File: config.mk
export PLATFORM = sky130hd
export DESIGN_NAME = cpu_core_flat
export DESIGN_NICKNAME = d
export VERILOG_FILES = /design/src/rtl/cpu_core_if.sv /design/src/rtl/cpu_core.sv /design/src/flat_wrapper.sv
export SDC_FILE = /design/constraint.sdc
export NUM_CORES = 1
export LEC_CHECK = 0
export ABC_AREA = 1
export CAP_MARGIN = 40
export CELL_PAD_IN_SITES_DETAIL_PLACEMENT = 1
export CELL_PAD_IN_SITES_GLOBAL_PLACEMENT = 1
export CORE_MARGIN = 1
export CORE_UTILIZATION = 39
export CTS_BUF_LIST = sky130_fd_sc_hd__clkbuf_8
export DETAILED_ROUTE_END_ITERATION = 6
export HOLD_SLACK_MARGIN = 0.05
export PLACE_DENSITY = 0.83
export SYNTH_ARGS = -nofsm -noshare
export SYNTH_HDL_FRONTEND = slang
export SYNTH_SLANG_ARGS = --single-unit
File: constraint.sdc
create_clock -name clk -period 3.65 [get_ports clk]
set_input_delay 0.5475 -clock clk [delete_from_list [all_inputs] [get_ports clk]]
set_output_delay 0.5475 -clock clk [all_outputs]
set_load 0.005 [all_outputs]
File: src/rtl/cpu_core_if.sv
// cpu_core_if: instruction-memory port pair between the core and an external,
// combinationally read instruction store.
//   imem_addr  core -> memory  ADDR_W      fetch address (current PC)
//   imem_data  memory -> core  DATA_W+8    instruction word at imem_addr, same cycle
// Modports: master = core side, slave = memory side.
interface cpu_core_if #(
    parameter int unsigned DATA_W = 8,
    parameter int unsigned ADDR_W = 8
);
    logic [ADDR_W-1:0] imem_addr;
    logic [DATA_W+7:0] imem_data;

    modport master (output imem_addr, input imem_data);
    modport slave  (input imem_addr, output imem_data);
endinterface

File: src/rtl/cpu_core.sv
// cpu_core: single-cycle accumulator CPU with working registers A/B, a latched
// {Z,N,C,V} flag register, conditional jumps, stall and a terminal HALT state.
// Instruction word: [DATA_W+7:DATA_W+1] opcode, [DATA_W] reserved, [DATA_W-1:0] K.
// ADDR_W must not exceed DATA_W (jump targets are taken from K).
// Ports:
//   clk      rising-edge clock
//   rst      asynchronous active-high reset
//   stall    1 = hold PC, A, B, flags and FSM state
//   imem     instruction fetch port (cpu_core_if.master)
//   reg_a    register A
//   reg_b    register B
//   flags    {Z,N,C,V}
//   alu_out  combinational ALU result of the instruction being fetched
//   halted   1 while in HALT
module cpu_core #(
    parameter int unsigned DATA_W = 8,
    parameter int unsigned ADDR_W = 8
) (
    input  logic              clk,
    input  logic              rst,
    input  logic              stall,
    cpu_core_if.master        imem,
    output logic [DATA_W-1:0] reg_a,
    output logic [DATA_W-1:0] reg_b,
    output logic [3:0]        flags,
    output logic [DATA_W-1:0] alu_out,
    output logic              halted
);
    localparam int unsigned OP_W = 7;
    localparam int unsigned MSB  = DATA_W - 1;

    typedef enum logic {ST_RUN = 1'b0, ST_HALT = 1'b1} state_t;

    localparam logic [OP_W-1:0] OP_INC_B = 7'h24;
    localparam logic [OP_W-1:0] OP_INC_A = 7'h25;
    localparam logic [OP_W-1:0] OP_CMP_B = 7'h26;
    localparam logic [OP_W-1:0] OP_CMP_K = 7'h27;
    localparam logic [OP_W-1:0] OP_JMP   = 7'h28;
    localparam logic [OP_W-1:0] OP_JEQ   = 7'h29;
    localparam logic [OP_W-1:0] OP_JNE   = 7'h2A;
    localparam logic [OP_W-1:0] OP_JCS   = 7'h2B;
    localparam logic [OP_W-1:0] OP_JLT   = 7'h2C;
    localparam logic [OP_W-1:0] OP_HLT   = 7'h2D;

    state_t            state_q, state_d;
    logic [ADDR_W-1:0] pc_q, pc_d;
    logic [DATA_W-1:0] a_q, a_d, b_q, b_d;
    logic [3:0]        flags_q, flags_d;

    // Instruction fields
    logic [OP_W-1:0]   op;
    logic [DATA_W-1:0] k;
    logic [3:0]        group;
    logic [1:0]        form;
    logic              is_alu, is_unary;
    logic              unused_rsvd;

    assign op          = imem.imem_data[DATA_W+7:DATA_W+1];
    assign k           = imem.imem_data[DATA_W-1:0];
    assign unused_rsvd = imem.imem_data[DATA_W];
    assign group       = op[5:2];
    assign form        = op[1:0];
    assign is_alu      = (op < OP_INC_B);
    assign is_unary    = (group == 4'd5) || (group == 4'd7) || (group == 4'd8);

    // Operand routing: x is the first operand (or unary source), y the second
    logic [DATA_W-1:0] x, y;
    logic              dest_b;

    always_comb begin : operand_sel
        x      = a_q;
        y      = b_q;
        dest_b = 1'b0;
        if (is_alu) begin
            x = form[0] ? b_q : a_q;
            if (is_unary) begin
                y      = '0;
                dest_b = form[1];
            end else begin
                y      = form[1] ? k : (form[0] ? a_q : b_q);
                dest_b = form[0];
            end
        end else begin
            case (op)
                OP_INC_B: begin x = b_q; y = DATA_W'(1); dest_b = 1'b1; end
                OP_INC_A: begin x = a_q; y = DATA_W'(1); end
                OP_CMP_B: begin x = a_q; y = b_q; end
                OP_CMP_K: begin x = a_q; y = k; end
                default:  ;
            endcase
        end
    end

    // Shared adder/subtractor; the sub MSB is the unsigned borrow
    logic [DATA_W:0] add_w, sub_w;
    logic            add_v, sub_v;

    assign add_w = {1'b0, x} + {1'b0, y};
    assign sub_w = {1'b0, x} - {1'b0, y};
    assign add_v = (x[MSB] == y[MSB]) && (add_w[MSB] != x[MSB]);
    assign sub_v = (x[MSB] != y[MSB]) && (sub_w[MSB] != x[MSB]);

    // Execute: result, carry/overflow, write enables, control decisions
    logic [DATA_W-1:0] res;
    logic              res_c, res_v, wr_reg, wr_flags, jump, is_hlt;
    logic [3:0]        flags_new;

    always_comb begin : execute
        res      = '0;
        res_c    = 1'b0;
        res_v    = 1'b0;
        wr_reg   = 1'b0;
        wr_flags = 1'b0;
        jump     = 1'b0;
        is_hlt   = 1'b0;
        if (is_alu) begin
            wr_reg   = 1'b1;
            wr_flags = 1'b1;
            case (group)
                4'd0: res = y;
                4'd1: begin res = add_w[MSB:0]; res_c = add_w[DATA_W]; res_v = add_v; end
                4'd2: begin res = sub_w[MSB:0]; res_c = sub_w[DATA_W]; res_v = sub_v; end
                4'd3: res = x & y;
                4'd4: res = x | y;
                4'd5: res = ~x;
                4'd6: res = x ^ y;
                4'd7: begin res = x << 1; res_c = x[MSB]; end
                4'd8: begin res = x >> 1; res_c = x[0]; end
                default: begin wr_reg = 1'b0; wr_flags = 1'b0; end
            endcase
        end else begin
            case (op)
                OP_INC_B, OP_INC_A: begin
                    res = add_w[MSB:0]; res_c = add_w[DATA_W]; res_v = add_v;
                    wr_reg = 1'b1; wr_flags = 1'b1;
                end
                OP_CMP_B, OP_CMP_K: begin
                    res = sub_w[MSB:0]; res_c = sub_w[DATA_W]; res_v = sub_v;
                    wr_flags = 1'b1;
                end
                OP_JMP:  jump = 1'b1;
                OP_JEQ:  jump = flags_q[3];
                OP_JNE:  jump = ~flags_q[3];
                OP_JCS:  jump = flags_q[1];
                OP_JLT:  jump = flags_q[2] ^ flags_q[0];
                OP_HLT:  is_hlt = 1'b1;
                default: ;
            endcase
        end
    end

    assign flags_new = {(res == '0), res[MSB], res_c, res_v};

    // FSM state register
    always_ff @(posedge clk or posedge rst) begin
        if (rst) state_q <= ST_RUN;
        else     state_q <= state_d;
    end

    // FSM next state: HALT is left only through reset
    always_comb begin : fsm_next
        state_d = state_q;
        if ((state_q == ST_RUN) && !stall && is_hlt) state_d = ST_HALT;
    end

    // FSM outputs
    always_comb begin : fsm_out
        halted = (state_q == ST_HALT);
    end

    // Datapath next state; HLT itself leaves PC on its own address
    always_comb begin : datapath_next
        pc_d    = pc_q;
        a_d     = a_q;
        b_d     = b_q;
        flags_d = flags_q;
        if ((state_q == ST_RUN) && !stall && !is_hlt) begin
            pc_d = jump ? ADDR_W'(k) : pc_q + ADDR_W'(1);
            if (wr_reg && !dest_b) a_d = res;
            if (wr_reg && dest_b)  b_d = res;
            if (wr_flags)          flags_d = flags_new;
        end
    end

    // Datapath registers
    always_ff @(posedge clk or posedge rst) begin
        if (rst) begin
            pc_q    <= '0;
            a_q     <= '0;
            b_q     <= '0;
            flags_q <= 4'b0000;
        end else begin
            pc_q    <= pc_d;
            a_q     <= a_d;
            b_q     <= b_d;
            flags_q <= flags_d;
        end
    end

    assign imem.imem_addr = pc_q;
    assign reg_a          = a_q;
    assign reg_b          = b_q;
    assign flags          = flags_q;
    assign alu_out        = res;
endmodule
File: src/flat_wrapper.sv
// flat-port wrapper written by rule: the top's interface ports become plain ports
module cpu_core_flat 
#(
    parameter int unsigned DATA_W = 8,
    parameter int unsigned ADDR_W = 8
)
  (clk, rst, stall, reg_a, reg_b, flags, alu_out, halted, imem_imem_addr, imem_imem_data);
  cpu_core_if #(.DATA_W(DATA_W), .ADDR_W(ADDR_W)) imem_i ();
  input  logic clk;
  input  logic rst;
  input  logic stall;
  output logic [DATA_W-1:0] reg_a;
  output logic [DATA_W-1:0] reg_b;
  output logic [3:0] flags;
  output logic [DATA_W-1:0] alu_out;
  output logic halted;
  output wire logic [$bits(imem_i.imem_addr)-1:0] imem_imem_addr;
  input wire logic [$bits(imem_i.imem_data)-1:0] imem_imem_data;
  assign imem_imem_addr = imem_i.imem_addr;
  assign imem_i.imem_data = imem_imem_data;
  cpu_core #(.DATA_W(DATA_W), .ADDR_W(ADDR_W)) u_core (.clk(clk), .rst(rst), .stall(stall), .imem(imem_i), .reg_a(reg_a), .reg_b(reg_b), .flags(flags), .alu_out(alu_out), .halted(halted));
endmodule
==> flow_metrics.py, run 1 <==
metrics = {
    "run_status": {
        "run_status": "stopped before the end",
        "last_stage_reached": "4_1_cts",
        "toolErrorMsg": "[ERROR DPL-0033] detailed placement checks failed during check placement.",
    },
    "logic_synthesis": {
        "post_synth_top_flop": "sky130_fd_sc_hd__dfrtp_1",
        "synthDominantAreaCellType": "sky130_fd_sc_hd__nand2_1",
        "synthMostInstantiatedCell": "sky130_fd_sc_hd__nand2_1",
        "avg_inst_size_synth_um2": 5.77,
        "ys_seq_area_share_pct": 18.8,
        "post_synth_inst_count": 668,
        "synth_largest_type_area_fraction_pct": 20.3,
        "number_of_distinct_library_cells_after_synthesis": 40,
        "synth-edff-count": 0,
        "netlist_top_cells_count": "sky130_fd_sc_hd__nand2_1 (209), sky130_fd_sc_hd__inv_1 (92), sky130_fd_sc_hd__nand3_1 (71)",
        "mappedNetlistNets": 714,
        "synth.area.top_cells": "sky130_fd_sc_hd__nand2_1 (20%), sky130_fd_sc_hd__dfrtp_1 (19%), sky130_fd_sc_hd__nand3_1 (9.2%), sky130_fd_sc_hd__inv_1 (9.0%), sky130_fd_sc_hd__ha_1 (8.1%)",
        "postSynth.asyncResetShare_pct": 100,
        "synth.cell_area_um2": 3860,
        "number_of_synthesized_register_bits": 29,
        "number_of_warnings_issued_by_yosys": 0,
    },
    "clock_network": {
        "cts.htree.levels": 2,
        "cts.sinks": 29,
        "clk_root_buffer_cell": "sky130_fd_sc_hd__clkbuf_8",
        "cts_buffer_depth": 2,
        "holdBufCountCts": 0,
        "cts_resized": 197,
        "postCtsSetupBuffers": 30,
        "numCtsBuffers": 5,
    },
    "die": {
        "fp.dieH_um": 101,
        "die_span_in_x_um": 101,
        "ios": 56,
        "start_util_pct": 41.0,
        "placement_rows": 35,
    },
    "placed_design": {
        "dp_hpwl_um": 16100,
        "port_buffers": 54,
        "dp_cells": 976,
        "finalWeightedCongestion": 1.01,
    },
}
[kinds of logic after synthesis]
kind of cell | Yosys count | share of synthesized area [%]
xor+xnor | 8 | 1.82
fa+ha+maj | 27 | 9.15
flops | 29 | 18.8
compound gates | 108 | 16.0
simple gates | 379 | 41.8
buf+inv | 117 | 12.4
[metrics by stage]
| step | area, µm² | worst slack, ns |
|---|---|---|
| detailed placement | 5570 | -1.14 |
| floorplan | 3860 | 0.196 |
| global placement | 5540 | -0.986 |
==> inputs of run 2 (changes only) <==
==> config.mk (replaced) <==
export PLATFORM = sky130hd
export DESIGN_NAME = cpu_core_flat
export DESIGN_NICKNAME = d
export VERILOG_FILES = /design/src/rtl/cpu_core_if.sv /design/src/rtl/cpu_core.sv /design/src/flat_wrapper.sv
export SDC_FILE = /design/constraint.sdc
export NUM_CORES = 1
export LEC_CHECK = 0
export ABC_AREA = 1
export CAP_MARGIN = 40
export CORE_MARGIN = 1
export CORE_UTILIZATION = 30
export DETAILED_ROUTE_END_ITERATION = 6
export PLACE_DENSITY_LB_ADDON = 0.15
export SYNTH_ARGS = -nofsm -noshare
export SYNTH_HDL_FRONTEND = slang
export SYNTH_SLANG_ARGS = --single-unit
==> run 2 against run 1 <==
Compared with the run above: the flow now finishes without violations; synthesized cell count unchanged; synthesized area unchanged.
==> flow_metrics.py, run 2 <==
metrics = {
    "layout": {
        "multi_input_area_um2": 3310,
        "diodes": 0,
        "postLayoutCellArea_um2": 6900,
        "final_layout_size_suffix_gt1_share_pct": 42.6,
        "seq_area_um2": 726,
        "area_delta_synth_final_pct": 78.9,
        "layout_common_cells": "sky130_fd_sc_hd__buf_4 (191), sky130_fd_sc_hd__nand2_1 (164), sky130_fd_sc_hd__inv_1 (67)",
        "num-nets-final": 960,
        "final_common_cell": "sky130_fd_sc_hd__buf_4",
        "fill_cells": 1247,
    },
    "route": {
        "detailedRoute.firstIterationViolations": 376,
        "drt_pass1_iterations": 5,
        "route.detailed.drc": 0,
        "via_count": 5505,
        "route.antenna.remaining_nets": 0,
        "met2WireLength_um": 8460,
        "routed_via_density": 5.07,
        "met3_wirelength_um": 1130,
        "routed_wl_um": 18000,
        "post_drt_wl_per_cell_um": 16.5,
        "routed_metal_1_wire_length_um": 7770,
        "route.top_layer_used": "met4",
    },
    "logic_synthesis": {
        "postSynth.asyncResetShare_pct": 100,
        "mappedNetlistNets": 714,
        "synth.cell_area_um2": 3860,
        "number_of_synthesized_register_bits": 29,
        "avg_inst_size_synth_um2": 5.77,
        "ys_seq_area_share_pct": 18.8,
        "post_synth_inst_count": 668,
        "synthSimpleGateAreaFrac_pct": 41.8,
        "synthDominantAreaCellType": "sky130_fd_sc_hd__nand2_1",
        "post_synth_mux_area_share_pct": 0,
        "synth-edff-count": 0,
        "yosys.area_share.xor_xnor_pct": 1.82,
        "synth.area.top_cells": "sky130_fd_sc_hd__nand2_1 (20%), sky130_fd_sc_hd__dfrtp_1 (19%), sky130_fd_sc_hd__nand3_1 (9.2%), sky130_fd_sc_hd__inv_1 (9.0%), sky130_fd_sc_hd__ha_1 (8.1%)",
        "synthMostInstantiatedCell": "sky130_fd_sc_hd__nand2_1",
        "synth_top_family_by_area": "simple AND/OR/NAND/NOR gates",
        "number_of_warnings_issued_by_yosys": 0,
        "synth_compound_area_share_pct": 16.0,
        "synth_largest_type_area_fraction_pct": 20.3,
        "netlist_top_cells_count": "sky130_fd_sc_hd__nand2_1 (209), sky130_fd_sc_hd__inv_1 (92), sky130_fd_sc_hd__nand3_1 (71)",
        "post_synth_top_flop": "sky130_fd_sc_hd__dfrtp_1",
        "synth_fa_ha_area_share_pct": 9.15,
        "number_of_distinct_library_cells_after_synthesis": 40,
    },
    "global_route": {
        "global_route_wire_length_before_repair_um": 27600,
        "grt_max_degree": 19,
        "initial_antenna_violation_count": 0,
        "grt_pass1_vias": 5281,
        "grtUsageTotal_pct": 27.3,
        "grt_remaining_overflow": 0,
    },
    "worst_setup_path": {
        "setup.worst_path.end_class": "primary output",
        "required_ns": 3.10,
        "timing.critical_path.to": "alu_out[6]",
        "regToRegEndpoint": "u_core.flags[1]$_DFFE_PP0P_",
        "cp-startpoint": "imem_imem_data[0]",
        "critical_path_class": "input pin to primary output",
        "timing.critical_path.fanout_max": 3,
        "crit_arrival_ns": 3.09,
        "setup.worst_path.start_class": "input pin",
        "cell_depth_of_the_worst_flop_to_flop_path": 18,
        "critical_path.reg2reg.startpoint": "u_core.reg_b[1]$_DFFE_PP0P_",
        "reg2reg_slack_ns": 0.57,
    },
    "sta": {
        "relSlewSlack_pct": 53.2,
        "setup_total_negative_slack_ns": 0,
        "finalHoldViolCount": 0,
        "maxClockFrequency_mhz": 275,
        "fin_crit_ns": 3.63,
        "layout_setup_ws_ns": 0.0173,
        "rsz0062_at_grt": "yes",
        "post-route-period-util_pct": 99.5,
        "tightestPinTransition_ns": 0.702,
        "skew_ns": 0.00536,
        "timing.final.setup_violations": 0,
        "finalMaxSlewViolations": 0,
    },
    "power": {
        "comb_power_share_pct": 67.1,
        "power-per-cell-area_nw_per_um2": 396,
        "static-leakage-power_nw": 3.44,
        "p_int_w": 0.00160,
        "switching_power_w": 0.00113,
        "power.share.sequential_pct": 18.2,
        "totalPowerFinal_w": 0.00273,
        "power.switching_fraction_pct": 41.4,
        "p_clk_share_pct": 14.6,
        "irDropWorstVdd_mv": 0.219,
    },
    "placed_design": {
        "port_buffers": 54,
        "finalWeightedCongestion": 1.02,
        "dp_hpwl_um": 13700,
        "detailed_place.area_um2": 5660,
        "worst_slack_placed_ns": -1.05,
    },
    "die": {
        "start_util_pct": 30.7,
        "fp.dieH_um": 115,
        "placement_rows": 41,
        "core-area_um2": 12600,
        "design.die.area_um2": 13300,
        "ios": 56,
        "die_span_in_x_um": 115,
    },
    "flow_run": {
        "timing.max_cap.violations": 0,
    },
    "clock_network": {
        "clock_tree_from_tritoncts": "done",
        "clk_pin_slew_worst_setup_hold_paths_ns": 0.05,
        "cts.htree.levels": 2,
        "numCtsBuffers": 5,
        "cts.sinks": 29,
        "cts_buffer_depth": 2,
        "clk_root_buffer_cell": "sky130_fd_sc_hd__clkbuf_16",
        "insertion_delay_to_the_later_sink_of_the_worst_skew_pair_ns": 0.28,
        "holdBufCountCts": 0,
    },
    "min_path": {
        "hold_class": "flop to flop",
        "min_from": "u_core.halted$_DFFE_PP0P_",
    },
    "run_status": {
        "run_status": "finished, final reports clean",
    },
}
==> run 2: cells by family after synthesis <==
group,Yosys count
simple gates,379
xor+xnor,8
buf+inv,117
compound gates,108
flops,29
fa+ha+maj,27
==> run 2: cell type report <==
| type | instances | share of cell area, % |
|---|---|---|
| multi-input combinational | 522 | 47.9 |
| timing repair buffer | 257 | 30.7 |
| sequential | 29 | 10.5 |
| inverter | 99 | 5.75 |
| tap | 172 | 3.12 |
| clock buffer | 7 | 2.07 |
==> run 2: worst min path at each step <==
stage          slack (ns)  cells past startpoint                   endpoint
6_report             0.50                      1  u_core.halted$_DFFE_PP0P_
4_1_cts              0.50                      1  u_core.halted$_DFFE_PP0P_
3_5_place_dp         0.49                      1  u_core.halted$_DFFE_PP0P_
2_1_floorplan        0.49                      1  u_core.halted$_DFFE_PP0P_
3_3_place_gp         0.48                      1  u_core.halted$_DFFE_PP0P_
5_1_grt              0.54                      1  u_core.halted$_DFFE_PP0P_
==> run 2: repair_timing <==
item	CTS	global route
gates resized for setup	170	97
setup endpoints to repair	21	8
buffers inserted	38	14
pin swaps	65	74
==> run 2: per-stage QoR <==
step,hold WS [ns],util (%),std cells
detailed placement,0.489,45.0,1028
global route,0.539,54.9,1086
global placement,0.483,45.0,1028
floorplan,0.491,-,668
CTS,0.503,51.7,1072
finish,0.499,54.9,1086
==> run 2: power groups by stage <==
| stage | Sequential, W | Combinational (W) | Clock, W |
|---|---|---|---|
| after floorplan | 0.000489 | 0.000653 | 0 |
| after CTS | 0.000496 | 0.00165 | 0.000408 |
| after global routing | 0.000509 | 0.00198 | 0.000428 |
| after global placement | 0.000498 | 0.00139 | 0 |
| final | 0.000498 | 0.00183 | 0.000400 |
| after detailed placement | 0.000500 | 0.00139 | 0 |
==> run 2: critical path, cell delays in order <==
cell and delay (ns):
sky130_fd_sc_hd__clkdlybuf4s50_1 0.45, sky130_fd_sc_hd__nand2_1 0.13, sky130_fd_sc_hd__o211ai_1 0.14, sky130_fd_sc_hd__nand2_2 0.12, sky130_fd_sc_hd__o21ai_4 0.09, sky130_fd_sc_hd__ha_4 0.19
sky130_fd_sc_hd__fa_2 0.41, sky130_fd_sc_hd__nand2_2 0.09, sky130_fd_sc_hd__nand3_2 0.07, sky130_fd_sc_hd__nand4_1 0.13, sky130_fd_sc_hd__nand2_1 0.11, sky130_fd_sc_hd__nand2_2 0.09
sky130_fd_sc_hd__nand3_1 0.09, sky130_fd_sc_hd__o211ai_1 0.14, sky130_fd_sc_hd__nand2_2 0.13, sky130_fd_sc_hd__inv_1 0.06, sky130_fd_sc_hd__buf_2 0.10
==> run 2: per-layer routing <==
metal | track usage [%] | vias to the layer above
met3 | 3.11 | 52
met2 | 46.3 | 206
met5 | 0 | -
met1 | 36.2 | 2611
li1 | - | 2636
met4 | 8.40 | 0
(Power assumes the default switching activity.)
